<file path="src/rtl/hazard_ctrl_param.sv">
// Parametrised ID/EX hazard controller: timed load-use/RAW stalls,
// multi-cycle mispredict flushes and saturating stall/flush statistics.
module hazard_ctrl_param #(
    parameter int NUM_SRC   = 2,
    parameter int REG_W     = 5,
    parameter int LOAD_LAT  = 1,
    parameter int RAW_LAT   = 2,
    parameter int FLUSH_CYC = 2
) (
    input  logic                     clk,
    input  logic                     rst_n,
    input  logic                     id_valid,
    input  logic [NUM_SRC*REG_W-1:0] id_src_addr,
    input  logic [NUM_SRC-1:0]       id_src_use,
    input  logic                     ex_wr_en,
    input  logic [REG_W-1:0]         ex_wr_addr,
    input  logic                     ex_is_load,
    input  logic                     fwd_en,
    input  logic                     br_resolve,
    input  logic                     br_mispredict,
    input  logic                     clr_stats,
    output logic                     resolved,
    output logic                     pc_freeze,
    output logic                     id_ex_bubble,
    output logic                     do_flush,
    output logic [1:0]               state,
    output logic [15:0]              stall_cycles,
    output logic [7:0]               flush_events
);

    localparam int MAX_LR  = (LOAD_LAT > RAW_LAT) ? LOAD_LAT : RAW_LAT;
    localparam int MAX_LAT = (MAX_LR > FLUSH_CYC) ? MAX_LR : FLUSH_CYC;
    localparam int CNT_W   = $clog2(MAX_LAT + 1);

    localparam logic [CNT_W-1:0] LOAD_INIT  = CNT_W'(LOAD_LAT - 1);
    localparam logic [CNT_W-1:0] RAW_INIT   = CNT_W'(RAW_LAT - 1);
    localparam logic [CNT_W-1:0] FLUSH_INIT = CNT_W'(FLUSH_CYC - 1);

    typedef enum logic [1:0] {
        NORM   = 2'b00,
        LSTALL = 2'b01,
        RSTALL = 2'b10,
        FLUSH  = 2'b11
    } state_t;

    state_t           cur_st;
    state_t           nxt_st;
    logic [CNT_W-1:0] cnt;
    logic [CNT_W-1:0] cnt_nxt;
    logic [REG_W-1:0] src;
    logic             any_match;
    logic             load_haz;
    logic             raw_haz;
    logic             mispred;
    logic             in_stall;

    always_comb begin
        any_match = 1'b0;
        src       = '0;
        for (int i = 0; i < NUM_SRC; i++) begin
            src = id_src_addr[i*REG_W +: REG_W];
            if (id_valid && id_src_use[i] && ex_wr_en &&
                (src != '0) && (src == ex_wr_addr))
                any_match = 1'b1;
        end
    end

    assign load_haz = any_match & ex_is_load;
    assign raw_haz  = any_match & ~fwd_en & ~ex_is_load;
    assign mispred  = br_resolve & br_mispredict;
    assign in_stall = (cur_st == LSTALL) || (cur_st == RSTALL);

    // Mispredict wins from every state, including a restart inside FLUSH.
    always_comb begin
        nxt_st  = cur_st;
        cnt_nxt = cnt;
        if (mispred) begin
            nxt_st  = FLUSH;
            cnt_nxt = FLUSH_INIT;
        end else begin
            case (cur_st)
                NORM: begin
                    if (load_haz) begin
                        nxt_st  = LSTALL;
                        cnt_nxt = LOAD_INIT;
                    end else if (raw_haz) begin
                        nxt_st  = RSTALL;
                        cnt_nxt = RAW_INIT;
                    end
                end
                default: begin
                    if (cnt == '0)
                        nxt_st = NORM;
                    else
                        cnt_nxt = cnt - 1'b1;
                end
            endcase
        end
    end

    always_ff @(posedge clk) begin
        if (!rst_n) begin
            cur_st <= NORM;
            cnt    <= '0;
        end else begin
            cur_st <= nxt_st;
            cnt    <= cnt_nxt;
        end
    end

    always_ff @(posedge clk) begin
        if (!rst_n || clr_stats) begin
            stall_cycles <= '0;
            flush_events <= '0;
        end else begin
            if (in_stall && (stall_cycles != 16'hFFFF))
                stall_cycles <= stall_cycles + 16'd1;
            if (mispred && (flush_events != 8'hFF))
                flush_events <= flush_events + 8'd1;
        end
    end

    always_comb begin
        resolved     = 1'b0;
        pc_freeze    = 1'b0;
        id_ex_bubble = 1'b0;
        do_flush     = 1'b0;
        unique case (1'b1)
            (cur_st == NORM):  resolved = 1'b1;
            in_stall: begin
                pc_freeze    = 1'b1;
                id_ex_bubble = 1'b1;
            end
            (cur_st == FLUSH): begin
                pc_freeze = 1'b1;
                do_flush  = 1'b1;
            end
            default: resolved = 1'b1;
        endcase
    end

    assign state = cur_st;

endmodule

</file>
<file path="config.mk">
export PLATFORM = sky130hd
export DESIGN_NAME = hazard_ctrl_param
export DESIGN_NICKNAME = d
export VERILOG_FILES = /design/src/rtl/hazard_ctrl_param.sv
export SDC_FILE = /design/constraint.sdc
export NUM_CORES = 1
export LEC_CHECK = 0
export ABC_AREA = 1
export CAP_MARGIN = 15
export CORE_MARGIN = 3
export CORE_UTILIZATION = 50
export CTS_CLUSTER_SIZE = 16
export DETAILED_ROUTE_END_ITERATION = 12
export PLACE_DENSITY_LB_ADDON = 0.25
export SLEW_MARGIN = 20
export SYNTH_ARGS = -nofsm -noshare
export SYNTH_HDL_FRONTEND = slang
export SYNTH_SLANG_ARGS = --single-unit
export TNS_END_PERCENT = 100
</file>
<file path="constraint.sdc">
create_clock -name clk -period 3.6 [get_ports clk]
set_input_delay 0.54 -clock clk [delete_from_list [all_inputs] [get_ports clk]]
set_output_delay 0.54 -clock clk [all_outputs]
set_load 0.005 [all_outputs]
</file>
# Yosys cells after proc, flatten, opt, wreduce, memory -nomap -nowiden
# Cells that the tools add are included.
# W data, S select, Z words.
dict set report classes {
  n_lt_le_gt_ge 0
  mux 16
  shifts 0
  addsub 3
  reduce_logical 23
  mul 0
  div_mod_pow 0
  eq_ne 11
  bitwise 7
}
# cell n
set ops {}
lappend ops {{$mux W2} 9}
lappend ops {{$add A16 B1 Y16 const B} 1}
lappend ops {{$ne A16 B16 Y1 const B} 1}
lappend ops {{$eq A5 B5 Y1} 2}
lappend ops {{$logic_and A1 B1 Y1} 10}
lappend ops {{$reduce_bool A5 Y1} 2}
lappend ops {{$add A8 B1 Y8 const B} 1}
lappend ops {{$ne A8 B8 Y1 const B} 1}
lappend ops {{$mux W1} 7}
lappend ops {{$reduce_and A2 Y1} 3}
lappend ops {{$and A1 B1 Y1} 4}
lappend ops {{$eq A2 B2 Y1 const B} 2}
lappend ops {{$logic_not A2 Y1} 2}
lappend ops {{$ne A4 B4 Y1 const B} 1}
lappend ops {{$reduce_or A2 Y1} 2}
lappend ops {{$ne A3 B2 Y1 const B} 1}
lappend ops {{$ne A3 B3 Y1 const B} 1}
lappend ops {{$not A1 Y1} 3}
lappend ops {{$reduce_bool A3 Y1} 1}
lappend ops {{$eq A2 B1 Y1 const B} 1}
lappend ops {{$logic_or A1 B1 Y1} 2}
lappend ops {{$ne A2 B1 Y1 const B} 1}
lappend ops {{$sub A2 B1 Y2 const B} 1}
lappend ops {{$logic_not A1 Y1} 1}
dict set report totals {
  latch_bits 0
  out_inout_bits 30
  romBits 0
  n_memories 0
  ram_bits 0
  register_bits 28
}

# Longest topological paths before layout
# Gate-level depths: netlist of the first run.
dict set report depth {
  word_depth 12
  depth_mapped 11
}

# Worst setup path after synthesis of the first run
# Ideal clock, no wire load.
dict set report synth_path {
  kind {register to register}
  start {reg cur_st[0], in the netlist state[0]}
  end {reg cnt[1]}
  stages_incl_launch_ff 6
  arrival_ps 1359
  period_less_slack_ps 1429
  slack_ps 2171
  path_cell_list {dfxtp_1 > inv_1 > ha_1 > or2_2 > or2_2 > a21oi_1}
}
dict set report synth_between {
  elab_chain_cells 3
  word_cells_on_any_way 5
  cone_classes {eq/ne: 2; mux: 1; reduce/logical: 2}
}
# item line_no
set synth_lines {}
lappend synth_lines {{from (decl)} 46} ;# state_t cur_st;
lappend synth_lines {{from (signal assigned)} 106} ;# cur_st <= nxt_st;
lappend synth_lines {{$logic_not A2 Y1 (*)} 81} ;# case (cur_st)
lappend synth_lines {{$ne A3 B3 Y1 (no source line) / $ne A2 B1 Y1 (equally long branches)} n/a}
lappend synth_lines {{$reduce_and A2 Y1 (no source line)} n/a}
lappend synth_lines {{to (signal assigned)} 107} ;# cnt <= cnt_nxt;
lappend synth_lines {{to (decl)} 48} ;# logic [CNT_W-1:0] cnt;
# Mark *: on every way between the ends. The rest lies on a longest branch, timed or not.
# A chain may end at the register's enable or synchronous reset.

# Final worst setup path of the first run
dict set report layout_path {
  start {reg cur_st[0], in the netlist state[0]}
  end {out pc_freeze}
}
dict set report layout_between {
  elab_chain_cells 4
  word_cells_on_any_way 6
  cone_classes {eq/ne: 3; mux: 1; reduce/logical: 2}
}
# item line_no
set layout_lines {}
lappend layout_lines {{$eq A2 B1 Y1 / $eq A2 B2 Y1 (equally long branches)} 71} ;# assign in_stall = (cur_st == LSTALL) || (cur_st == RSTALL);
lappend layout_lines {{$logic_or A1 B1 Y1} 71}
lappend layout_lines {{$reduce_or A2 Y1 (no source line) (*)} n/a}
lappend layout_lines {{$mux W1 (*)} 128} ;# unique case (1'b1)
lappend layout_lines {{to (decl)} 23} ;# output logic pc_freeze,
# Marked as above.

==> results of run 1 <==
placed cells by master (no fill, tap or decap), drive strengths merged:
cell type	Yosys	routed
a211oi	1	1
a21oi	18	18
a31oi	1	1
and2	1	1
and3	3	3
buf	2	1
bufinv	0	1
clkbuf	0	3
clkdlybuf4s50	0	55
dfxtp	28	28
ha	5	5
inv	41	41
nand2	53	53
nand3	19	19
nand4	6	6
nor2	27	27
nor3	10	10
nor3b	3	3
o21ai	17	17
o21bai	2	2
or2	4	4
xnor2	11	11
xor2	1	1
report_power, final:
part,leakage [nW],total [mW],switching (mW),internal (mW)
sequential,0.227,0.336,0.0122,0.324
combinational,0.650,0.230,0.118,0.112
clock,0.0279,0.213,0.100,0.113
logic make-up after synthesis:
group	count (synthesis)	share of synthesized area [%]
compound gates	39	11.73
simple gates	126	36.48
buf+inv	43	9.928
flops	28	32.23
fa+ha+maj	5	3.597
xor+xnor	12	6.043
tightest hold or removal path, cell delays in order (launching register included):
cell and delay, ns:
dfxtp_1 0.36, nand3_1 0.08, a21oi_1 0.06
synth_stat cells (all sizes together):
| master | count | area, µm² |
|---|---|---|
| a211oi | 1 | 7.510 |
| a21oi | 18 | 90.09 |
| a31oi | 1 | 6.260 |
| and2 | 1 | 6.260 |
| and3 | 3 | 18.77 |
| buf | 2 | 18.77 |
| dfxtp | 28 | 560.5 |
| ha | 5 | 62.56 |
| inv | 41 | 153.9 |
| nand2 | 53 | 214.0 |
| nand3 | 19 | 100.1 |
| nand4 | 6 | 37.54 |
| nor2 | 27 | 108.9 |
| nor3 | 10 | 96.35 |
| nor3b | 3 | 27.52 |
| o21ai | 17 | 85.08 |
| o21bai | 2 | 15.01 |
| or2 | 4 | 25.03 |
| xnor2 | 11 | 96.34 |
| xor2 | 1 | 8.760 |
per-layer routing:
layer | wire length (µm) | track usage [%] | share of wire [%]
met1 | 2007 | 27.43 | 46
met2 | 2036 | 33.97 | 47
met3 | 264 | 3.293 | 6.1
met4 | 44 | 6.596 | 1.0
met5 | 0 | 0 | 0
cell type report:
| type | instances | area (µm²) | area share, % |
|---|---|---|---|
| multi-input cells | 182 | 1006 | 42.16 |
| flip-flops and latches | 28 | 560.5 | 23.49 |
| repair buffers | 56 | 558.0 | 23.39 |
| inverters | 41 | 153.9 | 6.450 |
| well taps | 44 | 55.05 | 2.307 |
| clock inverters | 1 | 30.03 | 1.259 |
| clock buffers | 3 | 22.52 | 0.9439 |
sequential cells by signal, summed over array words and instances (netlist names):
register      flops
stall_cycles     16
flush_events      8
cnt               2
state             2
worst paths after layout:
kind	startpoint	end	slack, ns	depth (start not counted)
hold reg to reg	cnt[1]$_SDFFE_PP0P_	cnt[1]$_SDFFE_PP0P_	0.51	2
setup reg to reg	stall_cycles[0]$_SDFFE_PP0P_	stall_cycles[9]$_SDFFE_PP0P_	1.92	8
hold / removal	cnt[1]$_SDFFE_PP0P_	cnt[1]$_SDFFE_PP0P_	0.51	2
setup / recovery	state[0]$_SDFFE_PN0P_	pc_freeze	1.37	4
==> impl_metrics.csv, run 1 <==
group,metric,value,unit
detailed_routing,num_vias,1819,
yosys,syn_avg_cell_area,6.874,µm²
power,leakagePower,0.9049,nW
power,vdd_ir_drop_max,0.1959,mV
clock_network,cts.repair.resized,0,
clock_network,worstSkewPairLatency,0.33,ns
placement,placed_cell_area,2333,µm²
cells_and_area,fin_util,75.08,%
cells_and_area,layout.nets,343,
sta,fin_tns_setup,0,ns
clock_network,numCtsBuffers,3,
worst_hold_path,min_path_type,"flop to flop",
cells_and_area,n_antenna_cell,0,
clock_network,h-tree-depth,1,
power,power.total,778.7,µW
detailed_routing,firstDrtPassIters,4,
cells_and_area,final_cells,355,
setup_path,path_max_fanout,5,
sta,fin_skew,0.003666,ns
setup_path,cp_top_family,"buffers and inverters",
sta,slew_violations,0,
clock_network,cts_hold_buf,0,
clock_network,cts_root_buf,"clkbuf_4",
yosys,syn_inst,253,
global_route,grt_max_degree,17,
detailed_routing,drt-total-wl,4351,µm
global_route,globalRouteTotalUtil,20.63,%
global_route,grt_pass1_wl,7100,µm
sta,setup_ws,1.369,ns
sta,period_needed,2.231,ns
sta,rsz0062_at_grt,"false",
clock_network,cts_sinks,28,
setup_path,worst-path-buf-inv,3,
cells_and_area,drive_gt1_share,9.003,%
sta,period_share,61.97,%
sta,holdWs,0.5131,ns
power,power.density,326.3,nW/µm²
sta,tightest_slew,0.5038,ns
yosys,ys_seq_elements,28,
sta,hold_viol_final,0,
sta,max_freq,448.2,MHz
cells_and_area,final_cell_area,2386,µm²
placement,placed_cells,351,
detailed_routing,via_per_inst,5.124,
setup_path,slowest_stage,"clkdlybuf4s50_1",
setup_path,crit_top_cell,"inv_1",
global_route,grt_pass1_vias,1687,
placement,routabilityCongestion,0.8685,
floorplan,die_w,64.98,µm
detailed_routing,drt_iter0_markers,97,
placement,hpwlAfterDp,3448,µm
yosys,synthesis.area,1739,µm²
setup_path,endpoint_kind,"output pin",
floorplan,start_util,54.72,%
clock_network,cts_tree,"built",
setup_path,crit_chain,"inv_1 > ha_1 > inv_1 > clkdlybuf4s50_1",
detailed_routing,ant_nets,0,
yosys,ys_seq_area_share,32.23,%
setup_path,crit_required,3.06,ns
run_status,status,"complete, no violations",
floorplan,core_area,3178,µm²
floorplan,ioPinCount,56,
cells_and_area,area_growth,37.19,%
clock_network,post_cts_buffers,0,
setup_path,timing_worst_setup_path_type,"flop to output pin",
cells_and_area,fill_cells,275,
job,maxCapViolations,0,
yosys,synth_nets,284,
sta,setup_viol,0,
clock_network,clkTransAtPathRegs,0.16,ns
detailed_routing,drc_errors,0,
setup_path,cp-start-kind,"flop",
yosys,ys_warn_count,0,
clock_network,cts_buffer_depth,2,
global_route,antenna_found_initial,0,
floorplan,die_h,64.98,µm
floorplan,dieArea,4222,µm²
placement,portBuffers,55,
setup_path,critical_path_arrival,1.69,ns
detailed_routing,wire_per_inst,12.26,µm
sta,maxSlewHeadroom,66.29,%
setup_path,critPathMaxStageDelay,0.52,ns
placement,dp_slack,1.387,ns
floorplan,num_rows,20,
global_route,overflow,0,
yosys,synth_cell_types,31,
No activity file was read; power rests on OpenSTA's default activity.
==> run 2, diff against run 1 <==
--- a/config.mk
+++ b/config.mk
@@ -8,7 +8,7 @@
 export ABC_AREA = 1
 export CAP_MARGIN = 15
 export CORE_MARGIN = 3
-export CORE_UTILIZATION = 50
+export CORE_UTILIZATION = 42
 export CTS_CLUSTER_SIZE = 16
 export DETAILED_ROUTE_END_ITERATION = 12
 export PLACE_DENSITY_LB_ADDON = 0.25
==> constraint.sdc (replaced) <==
create_clock -name clk -period 1.9 [get_ports clk]
set_input_delay 0.285 -clock clk [delete_from_list [all_inputs] [get_ports clk]]
set_output_delay 0.285 -clock clk [all_outputs]
set_load 0.005 [all_outputs]
==> run 2 against run 1 <==
Final area is 1.4% higher. Routed wire length is 5.3% lower. Highest routed layer unchanged. Critical path depth is 1 lower.
==> impl_metrics.csv, run 2 (synthesis gave the netlist of run 1 again) <==
group,metric,value,unit
run_status,status,"complete, no violations",
cells_and_area,final_common_cell,"clkdlybuf4s50_1",
setup_path,path_max_fanout,4,
detailed_routing,firstDrtPassIters,4,
cells_and_area,n_antenna_cell,0,
floorplan,start_util,45.45,%
power,power.density,636.3,nW/µm²
floorplan,ioPinCount,56,
clock_network,cts_root_buf,"clkbuf_8",
clock_network,cts_buffer_depth,2,
clock_network,numCtsBuffers,3,
sta,maxSlewHeadroom,81.38,%
sta,max_freq,545.9,MHz
clock_network,cts_tree,"built",
power,leakagePower,0.9163,nW
floorplan,core_area,3826,µm²
setup_path,endpoint_kind,"output pin",
cells_and_area,final_cell_mix,"55 x clkdlybuf4s50_1, 49 x nand2_1, 37 x inv_1",
worst_hold_path,min_path_type,"flop to flop",
power,vdd_ir_drop_max,0.3712,mV
placement,routabilityCongestion,0.8140,
detailed_routing,drt_iter0_markers,50,
cells_and_area,final_cell_area,2420,µm²
job,maxCapViolations,0,
placement,hpwlAfterDp,3290,µm
setup_path,critPathMaxStageDelay,0.53,ns
setup_path,critical_path_arrival,1.55,ns
setup_path,timing.rr.start,"stall_cycles[0]$_SDFFE_PP0P_",
detailed_routing,num_vias,1790,
detailed_routing,ant_nets,0,
clock_network,clkTransAtPathRegs,0.10,ns
global_route,overflow,0,
sta,fin_skew,0.003467,ns
setup_path,cp-start-kind,"flop",
clock_network,cts_hold_buf,0,
floorplan,die_w,70.35,µm
sta,slew_violations,0,
clock_network,cts_sinks,28,
setup_path,crit_required,1.62,ns
sta,rsz0062_at_grt,"false",
sta,hold_viol_final,0,
setup_path,slowest_stage,"clkdlybuf4s50_1",
global_route,globalRouteTotalUtil,17.02,%
clock_network,worstSkewPairLatency,0.27,ns
setup_path,timing_worst_setup_path_type,"flop to output pin",
detailed_routing,drt-total-wl,4122,µm
cells_and_area,top_regs,"stall_cycles (16), flush_events (8)",
global_route,grt_max_degree,17,
cells_and_area,layout.nets,344,
sta,tightest_slew,0.2784,ns
global_route,grt_pass1_wl,7100,µm
worst_hold_path,hold_start,"cnt[1]$_SDFFE_PP0P_",
detailed_routing,wire_per_inst,11.45,µm
floorplan,num_rows,22,
placement,placed_cell_area,2346,µm²
global_route,antenna_found_initial,0,
clock_network,post_cts_buffers,0,
sta,period_share,96.42,%
floorplan,dieArea,4949,µm²
cells_and_area,drive_gt1_share,10.26,%
cells_and_area,regMostFlops,"stall_cycles",
floorplan,die_h,70.35,µm
sta,period_needed,1.832,ns
cells_and_area,largest_reg_flops,16,
placement,portBuffers,55,
setup_path,crit_chain,"inv_1 > ha_1 > clkdlybuf4s50_1",
setup_path,crit_start,"state[0]$_SDFFE_PN0P_",
sta,fin_tns_setup,0,ns
clock_network,h-tree-depth,1,
global_route,grt_pass1_vias,1698,
sta,setup_viol,0,
detailed_routing,drc_errors,0,
detailed_routing,via_per_inst,4.972,
cells_and_area,area_growth,39.14,%
-- run 2: repair_timing --
action | CTS | global route
gates cloned | 0 | 0
setup endpoints to repair | 1 | 2
resized for setup | 1 | 2
-- run 2: path summary, 6_finish.rpt --
kind,endpoint,slack (ns),cells after the start
max,id_ex_bubble,0.07,3
min,cnt[1]$_SDFFE_PP0P_,0.50,2
max reg2reg,stall_cycles[9]$_SDFFE_PP0P_,0.21,8
min reg2reg,cnt[1]$_SDFFE_PP0P_,0.50,2
-- run 2: through the flow --
| step | power, mW | hold WS (ns) | std cells | setup WS [ns] | utilization (%) |
|---|---|---|---|---|---|
| 2_1_floorplan | 0.8955 | 0.4057 | 253 | 0.4708 | - |
| 3_3_place_gp | 1.071 | 0.4732 | 356 | 0.1297 | 61.31 |
| 3_5_place_dp | 1.082 | 0.4902 | 356 | 0.08110 | 61.31 |
| 4_1_cts | 1.553 | 0.5069 | 360 | 0.007570 | 63.21 |
| 5_1_grt | 1.623 | 0.5371 | 360 | 0.001682 | 63.24 |
| 6_report | 1.540 | 0.4962 | 360 | 0.06808 | 63.24 |
-- run 2: final cells by class --
cell class	instances	area, µm²
timing repair buffer	57	565.5
clock buffer	3	41.29
clock inverter	1	30.03
tap	48	60.06
fill	370	1406
multi-input combinational	182	1006
sequential	28	563.0
inverter	41	153.9
-- run 2: where the power goes --
group          total (mW)  switching (mW)  internal, mW
clock               0.471           0.189         0.282
combinational       0.430           0.216         0.214
sequential          0.639          0.0242         0.614
total                1.54           0.429          1.11
-- run 2: critical path: cells and delay by family, from the launching register on --
family	cells	cell delay [ns]
fa+ha+maj	1	0.33
flops	1	0.37
buf+inv	2	0.58
-- run 2: per-layer routing --
metal	up-vias	GRT usage, %	routed length (µm)
met1	806	22.31	1952
met5	-	0	0
met2	44	28.59	1915
met3	5	2.590	212
met4	0	5.106	41
li1	935	-	-
==> variant (flow settings as in run 2) <==
Make the reset (`rst_n`) asynchronous in one clocked block.
--- a/src/rtl/hazard_ctrl_param.sv
+++ b/src/rtl/hazard_ctrl_param.sv
@@ -98,7 +98,7 @@
         end
     end
 
-    always_ff @(posedge clk) begin
+    always_ff @(posedge clk or negedge rst_n) begin
         if (!rst_n) begin
             cur_st <= NORM;
             cnt    <= '0;
Check against the original RTL: differs if rst_n is asserted again (counterexample within 4 cycles, from zero or initial values and one cycle with rst_n low); with rst_n held inactive, the same outputs for 10 cycles.
==> variant against run 2 <==
  * Die area increased by 1.1%
  * Worst hold slack got worse by 0.28 ns
  * Design area increased by 1.5%
  * Worst setup slack got worse by 0.0066 ns
  * Non-clock buffer count increased by 7
  * Area after synthesis increased by 1.2%
  * Critical path type unchanged
  * Fmax decreased by 0.36%
  * Power increased by 18%
  * Register-to-register slack got worse by 0.03 ns
  * Routed wire length increased by 3.8%
  * Sequential cell count unchanged
==> variant: results (changes against run 2) <==
Outcome
  – Status: complete, no violations

Power
  – LEAKAGE: 0.993 nW (+8.4%)
  – Sw Share: 35.4% (+7.5 points)
  – Max VDD drop: 524 uV (+41%)

Drt
  – Length of the first detailed-routing pass in iterations: 4 (unchanged)
  – WL/cell: 11.3 um (-1.1%)
  – Vias: 1842 (+2.9%)
  – Initial DRC Count: 96 (+92%)

STA
  – Worst Clk Skew: 0.00339 ns (-0.0000727 ns)
  – Least-Margin Pin Slew: 0.451 ns (+0.173 ns)

Yosys
  – Top cells by area, synth: dfxtp_1 (27%), nand2_1 (16%), inv_1 (7.5%), nor2_1 (7.0%), a21oi_1 (5.7%)
  – Adder-cell share of the synthesized area: 3.55% (-0.043 points)
  – Synth Area in Compound Gates: 9.81% (-1.9 points)
  – Warning count from the yosys run: 0 (unchanged)
  – Synth cell types: 29 (-6.5%)
  – Syn nets: 296 (+4.2%)
  – Xor/xnor cell area share of the yosys netlist: 8.46% (+2.4 points)
  – Asr flop ratio synth: 14.3% (+14 points)
  – Sequential area share after synthesis: 33.0% (+0.75 points)
  – Commonest cells in the synthesized netlist: nand2_1 (74), inv_1 (35), nor2_1 (33), dfxtp_1 (24), a21oi_1 (20)

Critical path
  – Arr. time, crit path: 1.55 ns (about the same)
  – Maximum fanout along the worst path: 3 (-1)

GRT
  – Largest net degree at the start of global routing: 16 (-1)
  – Gr usage total: 17.0% (-0.033 points)
  – First-pass GRT wire length: 7110 um (about the same)
  – Antenna violations before repair: 0 (unchanged)
  – Number of global-route vias before repair: 1687 (-0.65%)

Hold path
  – Hold Crit Class: input pin to async pin

Clocking
  – Bufs on Longest Clock Path: 2 (unchanged)
  – Reg clk slew, reported paths: 0.09 ns
  – CTS H-tree depth: 1 (unchanged)

Cells and area
  – # diodes: 0 (unchanged)
  – Layout cell share with drive strength beyond 1: 7.88% (-2.4 points)
  – NumNets Final: 362 (+5.2%)

Placed design
  – Dpl hpwl: 3340 um (+1.5%)
  – PortBufs: 55 (unchanged)
  – Cell Area, Placed: 2390 sq um (+1.7%)
  – Placer Congestion: 0.818 (+0.53%)
[variant: cell count changes in the layout (fill, tap and decap cells not counted), moves of 6 or more]
cell     change
nor2_1       +9
buf_4        +7
nand3_1      -9
nor3_2       -7
nor3_1       +6
xor2_1       +7
nand2_1     +25
[variant: cell families after synthesis]
family | Yosys count
and+or+nand+nor | 140
buffers and inverters | 41
DFF | 28
adders and majority gates | 5
AOI/OAI and AO/OA | 34
xor gates and xnor gates | 17
[variant: layer usage]
| metal | vias to the layer above | part of all wire [%] | wire length (um) | global-route usage [%] |
|---|---|---|---|---|
| li1 | 965 | - | - | - |
| met3 | 4 | 7.6 | 326 | 2.98 |
| met1 | 807 | 45 | 1920 | 21.7 |
| met5 | - | 0 | 0 | 0 |
| met2 | 66 | 47 | 1990 | 29.9 |
| met4 | 0 | 0.89 | 38 | 3.76 |
[variant: worst paths after layout]
check                                  from                to  slack [ns]  cells past startpoint
min in group clk           stall_cycles[15]  stall_cycles[15]        0.49                      2
setup / recovery                   state[1]          do_flush        0.06                      4
hold reg to reg            stall_cycles[15]  stall_cycles[15]        0.49                      2
hold / removal                        rst_n          state[0]        0.22                      1
max in group asynchronous             rst_n          state[1]        1.50                      1
setup reg to reg            stall_cycles[0]   stall_cycles[5]        0.18                      9
[variant: layout make-up]
cell class	instances	area, sq um
fill	360	1400
multi-input combinational	196	1010
timing repair buffer	64	618
sequential	28	581
inverter	38	145
tap	48	60.1
clock buffer	4	45.0
[variant: repair_timing]
action / CTS / global route
pin swaps: 0 / 0
setup buffers: 2 / 1
setup endpoints to repair: 1 / 1
gates cloned: 0 / 0
resized for setup: 1 / 1
[variant: per-stage QoR]
stage          setup WS (ns)  hold WS [ns]  power, mW  utilization (%)  instances
4_1_cts               0.0302         0.218       1.83             63.5        377
3_5_place_dp          0.0721         0.477       1.47             61.9        371
6_report              0.0615         0.218       1.82             63.7        378
5_1_grt              0.00852         0.231       1.96             63.7        378
2_1_floorplan          0.411       -0.0106       1.12                -        265
3_3_place_gp           0.132         0.463       1.43             61.9        371
[variant: worst max-delay path, cell delays in order (launching register included)]
cell	delay [ns]
dfrtp_1	0.41
buf_4	0.14
buf_4	0.13
ha_1	0.16
clkdlybuf4s50_1	0.44
[variant: power by group through the flow]
stage	sequential (mW)	combinational, mW	clock (mW)
after floorplan	0.687	0.429	0
after global placement	0.687	0.743	0
after detailed placement	0.690	0.776	0
after CTS	0.667	0.820	0.339
after global routing	0.672	0.916	0.367
final	0.668	0.829	0.326
